--- src/rtl/mmul_issue_queue_if.sv ---
// Handshake bundle between fetch/host, the MMUL issue queue and the PE array controller.
// The queue uses the slave modport; the environment driving it uses master.
interface mmul_issue_queue_if #(
    parameter int REG_W = 3,
    parameter int OP_W  = 2
);
    logic             inst_valid_i;
    logic             inst_ready_o;
    logic [OP_W-1:0]  inst_op_i;
    logic [REG_W-1:0] inst_src1_i;
    logic [REG_W-1:0] inst_src2_i;
    logic [REG_W-1:0] inst_dest_i;
    logic             flush_i;
    logic             iss_valid_o;
    logic             iss_ready_i;
    logic [REG_W-1:0] iss_src1_o;
    logic [REG_W-1:0] iss_src2_o;
    logic             iss_drain_o;
    logic             iss_we_o;
    logic [REG_W-1:0] iss_dest_o;
    logic             wb_valid_i;
    logic [REG_W-1:0] wb_reg_i;

    modport master (
        output inst_valid_i, inst_op_i, inst_src1_i, inst_src2_i, inst_dest_i, flush_i,
               iss_ready_i, wb_valid_i, wb_reg_i,
        input  inst_ready_o, iss_valid_o, iss_src1_o, iss_src2_o, iss_drain_o, iss_we_o,
               iss_dest_o
    );

    modport slave (
        input  inst_valid_i, inst_op_i, inst_src1_i, inst_src2_i, inst_dest_i, flush_i,
               iss_ready_i, wb_valid_i, wb_reg_i,
        output inst_ready_o, iss_valid_o, iss_src1_o, iss_src2_o, iss_drain_o, iss_we_o,
               iss_dest_o
    );
endinterface

--- src/rtl/mmul_issue_queue.sv ---
// MMUL issue queue: instruction FIFO, head decode, register scoreboard, valid/ready issue.
// Define MMUL_PERF_CNT_EN to add saturating per-state cycle counters.
//   state     | meaning
//   IDLE      | FIFO empty, flushing, or dropping an illegal head
//   ISSUE     | control word accepted this cycle
//   STALL_HAZ | head blocked by the scoreboard
//   STALL_BP  | control word offered, array not ready
module mmul_issue_queue #(
    parameter int REG_W      = 3,
    parameter int OP_W       = 2,
    parameter int DEPTH      = 4,
    parameter int OP_MMUL_D  = 0,
    parameter int OP_MMUL_ND = 1,
    parameter int CNT_W      = 16
) (
    input  logic                  clk_i,
    input  logic                  rst_i,
    mmul_issue_queue_if.slave     bus,
    output logic [2**REG_W-1:0]   busy_o,
    output logic                  err_illegal_o,
    output logic [1:0]            state_o
`ifdef MMUL_PERF_CNT_EN
    ,
    output logic [CNT_W-1:0]      perf_issued_o,
    output logic [CNT_W-1:0]      perf_stall_haz_o,
    output logic [CNT_W-1:0]      perf_stall_bp_o
`endif
);
    localparam int NUM_REGS = 2**REG_W;
    localparam int PTR_W    = $clog2(DEPTH);

    if (DEPTH < 2 || (DEPTH & (DEPTH - 1)) != 0 || CNT_W < 1) begin : g_bad_param
        $error("mmul_issue_queue: DEPTH must be a power of 2 >= 2 and CNT_W >= 1");
    end

    typedef enum logic [1:0] {IDLE = 2'd0, ISSUE = 2'd1, STALL_HAZ = 2'd2, STALL_BP = 2'd3} state_e;

    typedef struct packed {
        logic [OP_W-1:0]  op;
        logic [REG_W-1:0] src1;
        logic [REG_W-1:0] src2;
        logic [REG_W-1:0] dest;
    } inst_t;

    inst_t                mem_q [DEPTH];
    logic [PTR_W-1:0]     rd_ptr_q, rd_ptr_d, wr_ptr_q, wr_ptr_d;
    logic [PTR_W:0]       cnt_q, cnt_d;
    logic [NUM_REGS-1:0]  busy_q, busy_d;
    logic                 err_q, err_d;
    state_e               state_q, state_d;

    inst_t head;
    logic  head_vld, is_d, legal, hazard, iss_valid, drop_ill, issue, pop, push, full;

    assign head     = mem_q[rd_ptr_q];
    assign full     = (cnt_q == (PTR_W+1)'(DEPTH));
    // Flush masks the head so nothing issues or drops in the flush cycle.
    assign head_vld = (cnt_q != '0) && !bus.flush_i;
    assign is_d     = (head.op == OP_W'(OP_MMUL_D));
    assign legal    = is_d || (head.op == OP_W'(OP_MMUL_ND));
    assign hazard   = busy_q[head.src1] || busy_q[head.src2] || (is_d && busy_q[head.dest]);
    assign iss_valid = head_vld && legal && !hazard;
    assign drop_ill = head_vld && !legal;
    assign issue    = iss_valid && bus.iss_ready_i;
    assign pop      = issue || drop_ill;
    assign push     = bus.inst_valid_i && !full && !bus.flush_i;

    assign bus.inst_ready_o = !full;
    assign bus.iss_valid_o  = iss_valid;
    assign bus.iss_src1_o   = iss_valid ? head.src1 : '0;
    assign bus.iss_src2_o   = iss_valid ? head.src2 : '0;
    assign bus.iss_dest_o   = iss_valid ? head.dest : '0;
    assign bus.iss_drain_o  = iss_valid && is_d;
    assign bus.iss_we_o     = iss_valid && is_d;

    assign busy_o        = busy_q;
    assign err_illegal_o = err_q;
    assign state_o       = state_q;

    always_ff @(posedge clk_i) begin
        if (push) begin
            mem_q[wr_ptr_q] <= '{op: bus.inst_op_i, src1: bus.inst_src1_i,
                                 src2: bus.inst_src2_i, dest: bus.inst_dest_i};
        end
    end

    always_comb begin
        rd_ptr_d = rd_ptr_q;
        wr_ptr_d = wr_ptr_q;
        cnt_d    = cnt_q;
        busy_d   = busy_q;
        err_d    = err_q || drop_ill;
        if (bus.flush_i) begin
            rd_ptr_d = wr_ptr_q;
            cnt_d    = '0;
        end else begin
            if (push) wr_ptr_d = wr_ptr_q + PTR_W'(1);
            if (pop)  rd_ptr_d = rd_ptr_q + PTR_W'(1);
            case ({push, pop})
                2'b10:   cnt_d = cnt_q + (PTR_W+1)'(1);
                2'b01:   cnt_d = cnt_q - (PTR_W+1)'(1);
                default: cnt_d = cnt_q;
            endcase
        end
        // Clear first so a same-cycle set on the same register wins.
        if (bus.wb_valid_i)  busy_d[bus.wb_reg_i] = 1'b0;
        if (issue && is_d)   busy_d[head.dest]    = 1'b1;
    end

    always_comb begin
        state_d = IDLE;
        if (!head_vld || !legal) state_d = IDLE;
        else if (hazard)         state_d = STALL_HAZ;
        else if (bus.iss_ready_i) state_d = ISSUE;
        else                     state_d = STALL_BP;
    end

    always_ff @(posedge clk_i or posedge rst_i) begin
        if (rst_i) begin
            rd_ptr_q <= '0;
            wr_ptr_q <= '0;
            cnt_q    <= '0;
            busy_q   <= '0;
            err_q    <= 1'b0;
            state_q  <= IDLE;
        end else begin
            rd_ptr_q <= rd_ptr_d;
            wr_ptr_q <= wr_ptr_d;
            cnt_q    <= cnt_d;
            busy_q   <= busy_d;
            err_q    <= err_d;
            state_q  <= state_d;
        end
    end

`ifdef MMUL_PERF_CNT_EN
    logic [CNT_W-1:0] perf_issued_q, perf_stall_haz_q, perf_stall_bp_q;

    always_ff @(posedge clk_i or posedge rst_i) begin
        if (rst_i) begin
            perf_issued_q    <= '0;
            perf_stall_haz_q <= '0;
            perf_stall_bp_q  <= '0;
        end else begin
            if (state_q == ISSUE && perf_issued_q != '1)
                perf_issued_q <= perf_issued_q + CNT_W'(1);
            if (state_q == STALL_HAZ && perf_stall_haz_q != '1)
                perf_stall_haz_q <= perf_stall_haz_q + CNT_W'(1);
            if (state_q == STALL_BP && perf_stall_bp_q != '1)
                perf_stall_bp_q <= perf_stall_bp_q + CNT_W'(1);
        end
    end

    assign perf_issued_o    = perf_issued_q;
    assign perf_stall_haz_o = perf_stall_haz_q;
    assign perf_stall_bp_o  = perf_stall_bp_q;
`endif
endmodule
--- src/flat_wrapper.sv ---
// flat-port wrapper written by rule: the top's interface ports become plain ports
module mmul_issue_queue_flat 
#(
    parameter int REG_W      = 3,
    parameter int OP_W       = 2,
    parameter int DEPTH      = 4,
    parameter int OP_MMUL_D  = 0,
    parameter int OP_MMUL_ND = 1,
    parameter int CNT_W      = 16
)
  (clk_i, rst_i, busy_o, err_illegal_o, state_o, bus_inst_valid_i, bus_inst_op_i, bus_inst_src1_i, bus_inst_src2_i, bus_inst_dest_i, bus_flush_i, bus_iss_ready_i, bus_wb_valid_i, bus_wb_reg_i, bus_inst_ready_o, bus_iss_valid_o, bus_iss_src1_o, bus_iss_src2_o, bus_iss_drain_o, bus_iss_we_o, bus_iss_dest_o);
  mmul_issue_queue_if #(.REG_W(REG_W), .OP_W(OP_W)) bus_i ();
  input  logic clk_i;
  input  logic rst_i;
  output logic [2**REG_W-1:0] busy_o;
  output logic err_illegal_o;
  output logic [1:0] state_o;
  input wire logic [$bits(bus_i.inst_valid_i)-1:0] bus_inst_valid_i;
  input wire logic [$bits(bus_i.inst_op_i)-1:0] bus_inst_op_i;
  input wire logic [$bits(bus_i.inst_src1_i)-1:0] bus_inst_src1_i;
  input wire logic [$bits(bus_i.inst_src2_i)-1:0] bus_inst_src2_i;
  input wire logic [$bits(bus_i.inst_dest_i)-1:0] bus_inst_dest_i;
  input wire logic [$bits(bus_i.flush_i)-1:0] bus_flush_i;
  input wire logic [$bits(bus_i.iss_ready_i)-1:0] bus_iss_ready_i;
  input wire logic [$bits(bus_i.wb_valid_i)-1:0] bus_wb_valid_i;
  input wire logic [$bits(bus_i.wb_reg_i)-1:0] bus_wb_reg_i;
  output wire logic [$bits(bus_i.inst_ready_o)-1:0] bus_inst_ready_o;
  output wire logic [$bits(bus_i.iss_valid_o)-1:0] bus_iss_valid_o;
  output wire logic [$bits(bus_i.iss_src1_o)-1:0] bus_iss_src1_o;
  output wire logic [$bits(bus_i.iss_src2_o)-1:0] bus_iss_src2_o;
  output wire logic [$bits(bus_i.iss_drain_o)-1:0] bus_iss_drain_o;
  output wire logic [$bits(bus_i.iss_we_o)-1:0] bus_iss_we_o;
  output wire logic [$bits(bus_i.iss_dest_o)-1:0] bus_iss_dest_o;
  assign bus_i.inst_valid_i = bus_inst_valid_i;
  assign bus_i.inst_op_i = bus_inst_op_i;
  assign bus_i.inst_src1_i = bus_inst_src1_i;
  assign bus_i.inst_src2_i = bus_inst_src2_i;
  assign bus_i.inst_dest_i = bus_inst_dest_i;
  assign bus_i.flush_i = bus_flush_i;
  assign bus_i.iss_ready_i = bus_iss_ready_i;
  assign bus_i.wb_valid_i = bus_wb_valid_i;
  assign bus_i.wb_reg_i = bus_wb_reg_i;
  assign bus_inst_ready_o = bus_i.inst_ready_o;
  assign bus_iss_valid_o = bus_i.iss_valid_o;
  assign bus_iss_src1_o = bus_i.iss_src1_o;
  assign bus_iss_src2_o = bus_i.iss_src2_o;
  assign bus_iss_drain_o = bus_i.iss_drain_o;
  assign bus_iss_we_o = bus_i.iss_we_o;
  assign bus_iss_dest_o = bus_i.iss_dest_o;
  mmul_issue_queue #(.REG_W(REG_W), .OP_W(OP_W), .DEPTH(DEPTH), .OP_MMUL_D(OP_MMUL_D), .OP_MMUL_ND(OP_MMUL_ND), .CNT_W(CNT_W)) u_core (.clk_i(clk_i), .rst_i(rst_i), .bus(bus_i), .busy_o(busy_o), .err_illegal_o(err_illegal_o), .state_o(state_o));
endmodule
--- config.mk ---
export PLATFORM = sky130hd
export DESIGN_NAME = mmul_issue_queue_flat
export DESIGN_NICKNAME = d
export VERILOG_FILES = /design/src/rtl/mmul_issue_queue_if.sv /design/src/rtl/mmul_issue_queue.sv /design/src/flat_wrapper.sv
export SDC_FILE = /design/constraint.sdc
export NUM_CORES = 1
export LEC_CHECK = 0
export CORE_MARGIN = 2
export CORE_UTILIZATION = 38
export CTS_CLUSTER_DIAMETER = 150
export DETAILED_ROUTE_END_ITERATION = 10
export GPL_TIMING_DRIVEN = 1
export SLEW_MARGIN = 40
export SYNTH_ARGS = -nofsm -noshare
export SYNTH_HDL_FRONTEND = slang
export SYNTH_SLANG_ARGS = --single-unit
export TNS_END_PERCENT = 20
--- constraint.sdc ---
create_clock -name clk_i -period 9.2 [get_ports clk_i]
set_input_delay 2.3 -clock clk_i [delete_from_list [all_inputs] [get_ports clk_i]]
set_output_delay 2.3 -clock clk_i [all_outputs]
set_load 0.05 [all_outputs]
==> metrics.txt <==
Area Overhead vs Synth=23.1%; wire length per cell=17.1 um; vias in the first global route=1932; Final Max Tran Viols=0; total track usage=0.155; Critical Path Fanout Max=14; Num CTS Buffers=9; WHS Endpoint=u_core.err_illegal_o; Remaining DRCs=0; Final Critical Period=7.14 ns; Buf/Inv on CP=2; Syn Nets=238; Unique masters post-synth=43; Max Freq=0.140 GHz; sequential-to-total area share from yosys stat=0.588; htree depth=3; CP peak stage delay=0.82 ns; RSZ-0062 raised after global routing=false; CTS max path bufs=2; Setup TNS=0 ns; NumNets Final=283; mapped cell area=0.00301 sq mm; average vias per placed instance=5.32; initial antenna violation count=0; final setup vio count=0; FILL cells=713; Sink Count=62; worst slack at placement=2.02 ns; crit path max-delay cell type=clkdlybuf4s50_1; Max-cap violations=0; worst-skew pair later-pin latency=0.33 ns; Util after Layout=0.482; Hold Violations, Final=0; Sw Pwr=437 uW; core box area=0.00769 sq mm; hold path cells=1; CTS Root Cell=clkbuf_8; antenna violation net count after detailed routing=0; Synth Warn #=0; Top delay family on crit path=buffers and inverters; total die area=0.00866 sq mm; largest net degree at the start of global routing=19; Post-Synthesis Cells=213; fraction of layout cells with a size suffix above 1=0.106; Initial Util=0.392; most frequent CP cell=clkdlybuf4s50_1; status=completed; hold buffer count at CTS=0; detailed placement HPWL=4.23 mm; reg2reg end=u_core.cnt_q[2]; die height=93.0 um; post-synthesis register bit count=62; 1st-iter DRT viols=111; Overflow after GRT=0; row cnt=32; Hold Crit Start=u_core.err_illegal_o; worst r2r path cells=11; routability cong.=0.836; Pleak=0.00134 uW; Worst Clk Skew=0.0107 ns; Die Wd=93.0 um; Via Count=1942; Worst Max-Slew Pin Slew=0.686 ns; Hold WC Path Type=reg2reg; largest area contributor in the netlist=edfxtp_1; WP data arrival=4.84 ns; Seq pwr share=0.371; Worst Path Required=6.90 ns; critical setup path kind=in2out; worst hold slack=0.467 ns; clock group share of total power=0.221; Slew Limit Headroom=0.540; first-pass GRT wire length=9.98 mm; Worst setup EP type=output pin; CTS clk-pin slew, worst paths=0.07 ns; Yosys top cell area share=0.439; DR pass1 iterations=4; sw frac=0.401; IO buf count=43; FF-to-FF Start=u_core.rd_ptr_q[0]; Mapped Avg Cell Area=14.1 sq um; TritonCTS clock tree=yes; Post-CTS Resized=0; largest cells by area after synthesis=edfxtp_1, dfrtp_1, mux2i_1; antenna cell count=0; post-route cell area=0.00371 sq mm; crit-path cells=clkdlybuf4s50_1, or3_1, and4b_1, nor2b_1, clkdlybuf4s50_1; P per Cell Area=294 mW/mm^2; Combinational Power Share=0.408; maximum vdd ir drop=103 uV; Post-DP Area=0.00351 sq mm; Total Routed Length=6.25 mm; I/O pins=44; CP Launch Type=input port; flop2flop setup slack=5.08 ns; P_int=654 uW; Setup Fix Bufs, Post-CTS=0; final worst setup slack=2.06 ns; final period utilization=0.776
[cells in the mapped netlist, drive strengths merged]
master and count:
nor2 10, or3 2, clkbuf 5, nor2b 4
a31oi 2, a311o 1, a21o 1, nand4 8
nand2b 4, and4b 1, o221ai 1, and2 10
nand3 5, mux2 2, inv 5, edfxtp 44
o21ai 18, dfrtp 18, nor3 4, a41o 1
and3 4, mux2i 17, or2 1, buf 4
mux4 11, fa 1, a2bb2oi 1, a41oi 2
o31ai 3, nor4b 1, or4 2, xnor2 1
nand2 11, ha 4, nand3b 4
[logic make-up after synthesis]
family | count (synthesis) | synth area share
adders and majority gates | 5 | 0.0233
xor gates and xnor gates | 1 | 0.00291
and+or+nand+nor | 71 | 0.133
muxes | 30 | 0.158
buffers and inverters | 14 | 0.0266
AOI/OAI and AO/OA | 30 | 0.0685
DFF | 62 | 0.588
[sequential cells by signal, indices dropped and copies added, names as in the netlist]
| register | cells |
|---|---|
| u_core.busy_o | 8 |
| u_core.rd_ptr_q | 2 |
| u_core.mem_q | 44 |
| u_core.wr_ptr_q | 2 |
| u_core.state_o | 2 |
| u_core.cnt_q | 3 |
| u_core.err_illegal_o | 1 |
[layout by cell type (no fill, tap or decap), types with 2 or more instances in the layout]
| cell type | n |
|---|---|
| mux2i_1 | 15 |
| nand3_1 | 5 |
| nand2b_1 | 4 |
| nand4_1 | 7 |
| ha_1 | 4 |
| and3_1 | 4 |
| o21ai_0 | 18 |
| mux4_1 | 5 |
| mux4_2 | 6 |
| o31ai_1 | 3 |
| clkbuf_8 | 9 |
| and2_1 | 10 |
| clkinvlp_4 | 2 |
| nor2_1 | 10 |
| or3_1 | 2 |
| nor3_1 | 4 |
| nor2b_1 | 4 |
| or4_1 | 2 |
| dfrtp_1 | 18 |
| inv_1 | 4 |
| nand3b_1 | 4 |
| clkdlybuf4s50_1 | 43 |
| clkinv_4 | 2 |
| mux2_2 | 2 |
| edfxtp_1 | 44 |
| nand2_1 | 11 |
| a31oi_1 | 2 |
[worst reg2reg max path: cells and delay by family (launching register included)]
family                     cells  cell delay, ns
muxes                          3            1.32
and+or+nand+nor                5            0.92
DFF                            1            0.78
AOI/OAI and AO/OA              2            0.54
adders and majority gates      1            0.45
[final cells by class]
class                   count  area [sq um]  area share
multi-input cells         137          1160       0.313
well taps                 102           128      0.0344
clock inverters             6          71.3      0.0192
repair buffers             43           430       0.116
flip-flops and latches     62          1770       0.478
clock buffers              10           128      0.0344
inverters                   5          18.8     0.00506
[through the flow]
step                      instances  total power [uW]
after floorplan                 213               739
after global placement          349               857
after detailed placement        349               859
after CTS                       365              1100
after global routing            365              1150
final                           365              1090
[how the worst max path moves through the flow]
stage | cells after the start | slack (ns) | to | from
2_1_floorplan | 5 | 2.64 | bus_iss_dest_o[0] | bus_flush_i
3_3_place_gp | 5 | 2.08 | bus_iss_drain_o | bus_flush_i
4_1_cts | 5 | 2.03 | bus_iss_drain_o | bus_flush_i
5_1_grt | 5 | 1.94 | bus_iss_we_o | bus_flush_i
3_5_place_dp | 5 | 2.02 | bus_iss_drain_o | bus_flush_i
6_report | 5 | 2.06 | bus_iss_drain_o | bus_flush_i
[power groups by stage]
stage / Clock [uW] / Sequential [uW] / Combinational [uW]
3_3_place_gp: 0 / 411 / 446
4_1_cts: 245 / 406 / 449
2_1_floorplan: 0 / 430 / 309
3_5_place_dp: 0 / 412 / 447
6_report: 241 / 405 / 445
5_1_grt: 259 / 414 / 480
[routing by layer]
metal	vias up	track usage	routed length [um]
met4	0	0.0833	175
li1	920	-	-
met1	949	0.205	2880
met3	16	0.0298	245
met2	57	0.243	2950
met5	-	0	0
Note: power is estimated with default switching activity, not from simulation.
